## config.mk

```make
export PLATFORM = sky130hd
export DESIGN_NAME = inst_fetch_queue
export DESIGN_NICKNAME = d
export VERILOG_FILES = /design/src/rtl/inst_fetch_queue.sv
export SDC_FILE = /design/constraint.sdc
export NUM_CORES = 1
export LEC_CHECK = 0
export BUFFER_PORTS_ARGS = -buffer_cell sky130_fd_sc_hd__buf_2
export CORE_UTILIZATION = 35
export CTS_BUF_LIST = sky130_fd_sc_hd__clkbuf_4
export DETAILED_ROUTE_END_ITERATION = 6
export GPL_TIMING_DRIVEN = 0
export SLEW_MARGIN = 5
export SYNTH_ARGS = -nofsm -noshare
export SYNTH_HDL_FRONTEND = slang
export SYNTH_SLANG_ARGS = --single-unit
export TNS_END_PERCENT = 30
```

## constraint.sdc

```tcl
create_clock -name clk -period 4.66 [get_ports clk]
set_clock_uncertainty 0.15 [all_clocks]
set_input_delay 0.932 -clock clk [delete_from_list [all_inputs] [get_ports clk]]
set_output_delay 0.932 -clock clk [all_outputs]
set_load 0.005 [all_outputs]
```

## src/rtl/inst_fetch_queue.sv

```systemverilog
// Fetch stage with a DEPTH-entry prefetch queue between a 1-cycle synchronous
// instruction memory and ID. Redirect or reset flushes queued and in-flight fetches.
module inst_fetch_queue #(
    parameter int              XLEN     = 32,
    parameter int              DEPTH    = 4,
    parameter logic [XLEN-1:0] RESET_PC = '0
) (
    input  logic                    clk,
    input  logic                    reset,
    output logic                    imem_req,
    output logic [XLEN-1:0]         imem_addr,
    input  logic [31:0]             imem_rdata,
    input  logic                    redirect_i,
    input  logic [XLEN-1:0]         redirect_pc_i,
    input  logic                    id_ready_i,
    output logic                    id_valid_o,
    output logic [XLEN-1:0]         id_pc_o,
    output logic [XLEN-1:0]         id_pc_plus4_o,
    output logic [31:0]             id_inst_o,
    output logic [$clog2(DEPTH):0]  count_o
);

    localparam int PW = $clog2(DEPTH);
    localparam int CW = PW + 1;

    // Fetch-side state
    logic [XLEN-1:0] fetch_pc_reg;
    logic [XLEN-1:0] inflight_pc_reg;
    logic            inflight_reg;

    // Queue-side state
    logic [PW-1:0]   rd_ptr_reg;
    logic [PW-1:0]   wr_ptr_reg;
    logic [CW-1:0]   count_reg;
    logic [CW-1:0]   count_next;

    logic [XLEN-1:0] pc_mem   [DEPTH];
    logic [XLEN-1:0] pc4_mem  [DEPTH];
    logic [31:0]     inst_mem [DEPTH];

    logic            flush;
    logic            pop;
    logic            wr_en;
    logic            head_valid;
    logic [CW:0]     credit_sum;
    logic [XLEN-1:0] redirect_pc_aligned;

    assign flush               = reset | redirect_i;
    assign redirect_pc_aligned = redirect_pc_i & ~XLEN'(3);
    assign head_valid          = (count_reg != '0);

    assign id_valid_o = head_valid & !flush;
    assign pop        = id_valid_o & id_ready_i;

    // Occupancy after this cycle's pop plus the word already on its way must
    // leave room for the word this request will return.
    assign credit_sum = {1'b0, count_reg} + (CW+1)'(inflight_reg) - (CW+1)'(pop);
    assign imem_req   = !flush & (credit_sum < (CW+1)'(DEPTH));
    assign imem_addr  = fetch_pc_reg;

    // A response whose cycle coincides with a flush is dropped (kill).
    assign wr_en = inflight_reg & !flush;

    always_ff @(posedge clk) begin
        if (reset) begin
            fetch_pc_reg    <= RESET_PC;
            inflight_reg    <= 1'b0;
            inflight_pc_reg <= '0;
        end else begin
            inflight_reg <= imem_req;
            if (imem_req) begin
                inflight_pc_reg <= fetch_pc_reg;
                fetch_pc_reg    <= fetch_pc_reg + XLEN'(4);
            end
            if (redirect_i) begin
                fetch_pc_reg <= redirect_pc_aligned;
            end
        end
    end

    always_comb begin
        count_next = count_reg;
        if (flush) begin
            count_next = '0;
        end else begin
            count_next = count_reg + CW'(wr_en) - CW'(pop);
        end
    end

    always_ff @(posedge clk) begin
        if (flush) begin
            rd_ptr_reg <= '0;
            wr_ptr_reg <= '0;
        end else begin
            if (wr_en) begin
                wr_ptr_reg <= wr_ptr_reg + PW'(1);
            end
            if (pop) begin
                rd_ptr_reg <= rd_ptr_reg + PW'(1);
            end
        end
        if (reset) begin
            count_reg <= '0;
        end else begin
            count_reg <= count_next;
        end
    end

    // Storage is read asynchronously so a word written at the end of one
    // cycle is at the head in the very next cycle.
    always_ff @(posedge clk) begin
        if (wr_en) begin
            pc_mem[wr_ptr_reg]   <= inflight_pc_reg;
            pc4_mem[wr_ptr_reg]  <= inflight_pc_reg + XLEN'(4);
            inst_mem[wr_ptr_reg] <= imem_rdata;
        end
    end

    assign id_pc_o       = head_valid ? pc_mem[rd_ptr_reg]   : '0;
    assign id_pc_plus4_o = head_valid ? pc4_mem[rd_ptr_reg]  : '0;
    assign id_inst_o     = head_valid ? inst_mem[rd_ptr_reg] : '0;
    assign count_o       = count_reg;

    a_no_overflow: assert property (@(posedge clk) disable iff (reset)
        !(wr_en && count_reg == CW'(DEPTH)));
    a_no_underflow: assert property (@(posedge clk) disable iff (reset)
        !(pop && count_reg == '0));

endmodule

```

---- Yosys cells after proc, flatten, opt, wreduce, memory -nomap -nowiden ----
Memory sizes are Yosys's and may differ from the RTL's. A register that Yosys moved wholly into a read port is not among the register bits.
Index checks and enable logic that the tools add are counted.
operators by class
  add/subtract/negate cells ............... 8
  $lt $le $gt $ge ......................... 1
  mux-type cells .......................... 13
  bitwise logic cells ..................... 5
  reduce and logical (&&, ||, !) cells .... 5
operators by type and width
  kind                                                         number
  two-way mux 32 bit                                           5
  adder 32 x 3 -> 32 bit (second input constant)               2
  two-way mux 2 bit                                            6
  adder 2 x 1 -> 2 bit (second input constant)                 2
  adder 3 x 1 -> 4 bit                                         1
  bitwise AND 1 bit                                            4
  less-than comparator 4 x 3 -> 1 bit (second input constant)  1
  OR reduction 2 bit                                           2
  subtractor 4 x 1 -> 4 bit                                    1
  adder 3 x 1 -> 3 bit                                         1
  nonzero test 3 bit                                           1
  subtractor 3 x 1 -> 3 bit                                    1
  two-way mux 1 bit                                            2
  nonzero test 2 bit                                           1
  zero test 1 bit                                              1
  OR 1 bit                                                     1
word-level totals
  bits in registers ....................... 72
  RAM bits ................................ 384
  bits of input ports ..................... 68
  word-level logic and storage cells ...... 42
  memories ................................ 3
memories
  memory    depth  width  read ports  clocked after memory_dff  write ports  RTL line  RTL
  inst_mem  4      32     1           1                         1            39        logic [31:0] inst_mem [DEPTH];
  pc4_mem   4      32     1           1                         1            38        logic [XLEN-1:0] pc4_mem [DEPTH];
  pc_mem    4      32     1           1                         1            37        logic [XLEN-1:0] pc_mem [DEPTH];

---- Longest topological paths before layout ----
  word-level depth ........................ 9
  mapped depth ............................ 12
  mapped depth without buffers ............ 9

---- Least setup slack after synthesis ----
No wires, ideal clock.
  kind .................................... in2reg
  from .................................... input redirect_i
  to ...................................... memory inst_mem[0][0], enable pin
  arrival time ............................ 3.617 ns
  data required time ...................... 4.048 ns
  slack ................................... 0.431 ns
  stages .................................. 3
  cells stage by stage .................... clkbuf_1 > nor2_1 > and3_1
on the way
  cells in the longest elaborated chain, start to end .. 5
ends and longest elaborated chain
  item                                     RTL line  RTL
  start: declaration                       13        input logic redirect_i,
  OR 1 bit                                 48        assign flush = reset | redirect_i;
  zero test 1 bit                          62        assign wr_en = inflight_reg & !flush;
  bitwise AND 1 bit                        62
  two-way mux 1 bit                        112       if (wr_en) begin
  two-way mux 1 bit (implied by the code)  115       inst_mem[wr_ptr_reg] <= imem_rdata;
  end: declaration                         39
Every way passes these cells.

---- Final worst setup path ----
  from .................................... register count_reg[0] (netlist: count_o[0])
  to ...................................... output imem_req
on the way
  cells in the longest elaborated chain, start to end .. 6
  elaborated cells between the ends (all ways) .. 7
ends and longest elaborated chain
  item                                                          RTL line  RTL
  start: declaration                                            34        logic [CW-1:0] count_reg;
  start signal: assignment                                      105       count_reg <= count_next;
  branches (longest 3 deep; another with adder 3 x 1 -> 4 bit)  n/a
  subtractor 4 x 1 -> 4 bit (*)                                 57        assign credit_sum = {1'b0, count_reg} + (CW+1)'(inflight_reg) - (CW+1)'(pop);
  less-than comparator 4 x 3 -> 1 bit (*)                       58        assign imem_req = !flush & (credit_sum < (CW+1)'(DEPTH));
  bitwise AND 1 bit (*)                                         58
  end: declaration                                              10        output logic imem_req,
Mark *: on every way between the ends.

==> reports/qor.csv <==
stage;metric;value;unit
outcome;status;complete, no violations;
timing;worst slew pin tran;1140;ps
timing;RSZ-0062 raised after global routing;no;
timing;fmax;227;MHz
logic_synthesis;asr flop ratio synth;0;%
placement;Routability Congestion;0.883;
final_layout;utilization after layout;42.5;%
placement;Port Buf Inserts;191;
logic_synthesis;count of cell types in the netlist;61;
placement;Area after DPL;19900;µm²
power;Lkg Pwr;0.00756;µW
logic_synthesis;Post-synth EDFFs;368;
setup_path;slowest CP cell;or4_4;
cts;Root Buffer;clkbuf_4;
setup_path;R2R Setup Slk;1140;ps
setup_path;CP Class;reg2out;
run;MaxCap Viol Count;0;
placement;Post-Place Cells;1959;
grt;GR Overflow Total;0;
placement;pre-CTS setup slack;245;ps
cts;later-pin clock latency in the skew report;800;ps
placement;Post-DP HPWL;27.7;mm
timing;setup violators final;0;
min_path;worst hold stages;3;
grt;vias in the first global route;11300;
timing;Rel. slew slack;23.8;%
die;die footprint;52300;µm²
route;DR iter-0 viols;615;
logic_synthesis;post-synthesis sequential element count;438;
logic_synthesis;top cells by area, synth;edfxtp_1 (61%), mux4_2 (12%), dfxtp_1 (7.8%), and2_1 (3.4%), mux2i_1 (1.6%);
die;Starting Density;35.7;%
route;Post-Route WL;42.8;mm
final_layout;Area Overhead vs Synth;19.3;%
setup_path;Worst Path Required;3580;ps
cts;CTS sink cnt;438;
logic_synthesis;ys flop type;edfxtp_1;
setup_path;Critical Path AT;3330;ps
cts;CTS tree;yes;
final_layout;layout cells sized above 1;34.5;%
die;total I/O pin count;201;
route;average wire per standard cell;19.7;µm
route;first drt pass iteration count;5;
cts;# hold bufs at CTS;0;
final_layout;Biggest register;inst_mem;
timing;Final Hold Violating Endpoints;0;
timing;max-slew violations;0;
power;power per cell area;368;nW/µm²
final_layout;final instance area;21500;µm²
final_layout;filler cell count;4680;
setup_path;Worst setup SP type;flip-flop;
die;core box area;50500;µm²
setup_path;crit-path leading delay family;simple AND/OR/NAND/NOR gates;
final_layout;Largest register FFs;128;
grt;first-pass GRT wire length;64.9;mm
cts;CTS Buffer Depth;3;
timing;setup ws final;246;ps
grt;largest net degree at the start of global routing;52;
grt;overall routing resource usage;16.4;%
setup_path;r2r worst-path depth;11;
setup_path;crit path launch;count_o[0];
setup_path;reg2reg start;count_o[0];
final_layout;largest registers;inst_mem x128, pc4_mem x120, pc_mem x120;
die;DIE WIDTH;229;µm
logic_synthesis;Synth top area share;61.4;%
die;Placement Rows;82;
grt;initial antenna violation count;1;
timing;Tcrit/Tclk final;94.7;%
route;Vias/cell;4.95;
cts;H-Tree Depth;3;
die;die height;229;µm
cts;clk slew on worst S/H paths;70;ps
logic_synthesis;Synth warnings;0;
route;detailed-route DRC error count;0;
final_layout;Nets;1486;
timing;Min Clock Period, post-route;4410;ps
final_layout;commonest cells after routing, fill and taps aside;edfxtp_1 (368), buf_2 (200), clkbuf_4 (180), and2_1 (99), mux4_2 (92);
final_layout;Layout Cells excl Fill;2168;
setup_path;cell-by-cell trace of the critical path;or3_4 -> nand2_1 -> or3_1 -> ha_1 -> or4_4 -> o32ai_1 -> buf_4 -> buf_8 -> buf_2;
power;Peak VDD IR;0.133;mV
logic_synthesis;synthesized area;18000;µm²
setup_path;CP bufs+invs;3;
logic_synthesis;Avg Cell Area, Syn;16.6;µm²
min_path;Hold Path End;imem_addr[2];
route;ANT nets after route;0;
setup_path;CP Capture Type;output port;
logic_synthesis;Seq/Total Area, Yosys;69.2;%
logic_synthesis;Mapped Cells;1087;
setup_path;CP Max Fanout;10;
cts;cts bufs inserted;114;
min_path;hold crit path type;in2reg;
setup_path;Max stage delay on crit path;550;ps
logic_synthesis;area leader, netlist;edfxtp_1;
min_path;min-delay src;redirect_pc_i[2];
setup_path;FF-to-FF End;imem_addr[3];
route;Vias;10700;
final_layout;commonest non-fill, non-tap cell in the layout;edfxtp_1;
==> worst min-delay path: stages <==
cell     delay (ps)
buf_2            90
nand2_1          40
o21ai_0          60
==> metal layers <==
metal	vias up	share of wire, %	GRT usage (%)
li1	4972	-	-
met1	5340	44	21.3
met2	353	48	26.5
met3	72	6.2	4.07
met4	0	2.2	6.40
met5	-	0	0
==> cell usage after synthesis, types with 2 or more instances <==
library cell  number
or3_1             11
buf_8              3
edfxtp_1         368
nor2b_1            6
or4_1              5
clkbuf_1          40
a2111oi_1          2
o31a_1             3
mux2i_1           29
a41oi_1            2
inv_1             21
buf_1             10
nor4b_1            4
ha_1               9
a31oi_1            3
nand3_1           31
and2_1            99
o31ai_1            6
xnor2_1           26
and3_1            11
xor2_1             9
nand4_1           19
nor3_1             5
a2111oi_0          7
mux4_2            92
o21ai_0           13
buf_4              7
and4_1             8
buf_6              3
a311oi_1          15
nor4_1             7
a21oi_1            4
a211oi_1           3
nor2_1            67
o32ai_1            2
dfxtp_1           70
buf_2              9
nand2_1           35
==> layout make-up <==
| cell class | count | area, µm² | area share, % |
|---|---|---|---|
| inverter | 21 | 78.8 | 0.367 |
| timing repair buffer | 200 | 1100 | 5.14 |
| multi-input combinational | 561 | 5150 | 24.0 |
| clock buffer | 180 | 1350 | 6.29 |
| clock inverter | 23 | 124 | 0.577 |
| buffer | 72 | 372 | 1.73 |
| sequential | 438 | 12500 | 58.0 |
| tap | 672 | 841 | 3.92 |
| antenna | 1 | 2.50 | 0.0117 |
==> what timing repair did <==
item                       CTS  global route
setup endpoints to repair   61             1
gates cloned                 0             0
pin swaps                    0             1
buffers inserted             0             5
gates resized for setup      3             0
==> report_power, final <==
part	internal (µW)	switching [µW]
Clock	1790	1500
Sequential	4280	67.3
Combinational	123	151
==> worst max path at each step <==
stage,end,cells after the start
5_1_grt,imem_req,9
4_1_cts,imem_req,9
6_report,imem_req,9
3_5_place_dp,imem_req,10
2_1_floorplan,inst_mem[0][0],3
3_3_place_gp,inst_mem[0][7],4
==> kinds of logic (layout without fill, tap and decap cells) <==
kind of cell | count (synthesis) | after routing | share of synthesized area [%]
multiplexers | 122 | 122 | 13.2
flip-flops | 438 | 438 | 69.2
adder cells (fa/ha/maj) | 10 | 10 | 0.737
AND/OR/NAND/NOR | 316 | 316 | 9.65
XOR/XNOR | 35 | 35 | 1.70
AO/OA/AOI/OAI | 72 | 72 | 3.07
other | 1 | 7 | 0.0208
buffers and inverters | 93 | 496 | 2.46
==> stage by stage <==
stage / hold WS [ps] / setup TNS, ps / power [µW]
floorplan: 319 / 0 / 4550
global placement: 357 / -689460 / 4690
detailed placement: 345 / 0 / 4700
CTS: 85.1 / -166 / 8040
global route: 112 / 0 / 8260
finish: 200 / 0 / 7910
Note: power is estimated with default switching activity, not from simulation.
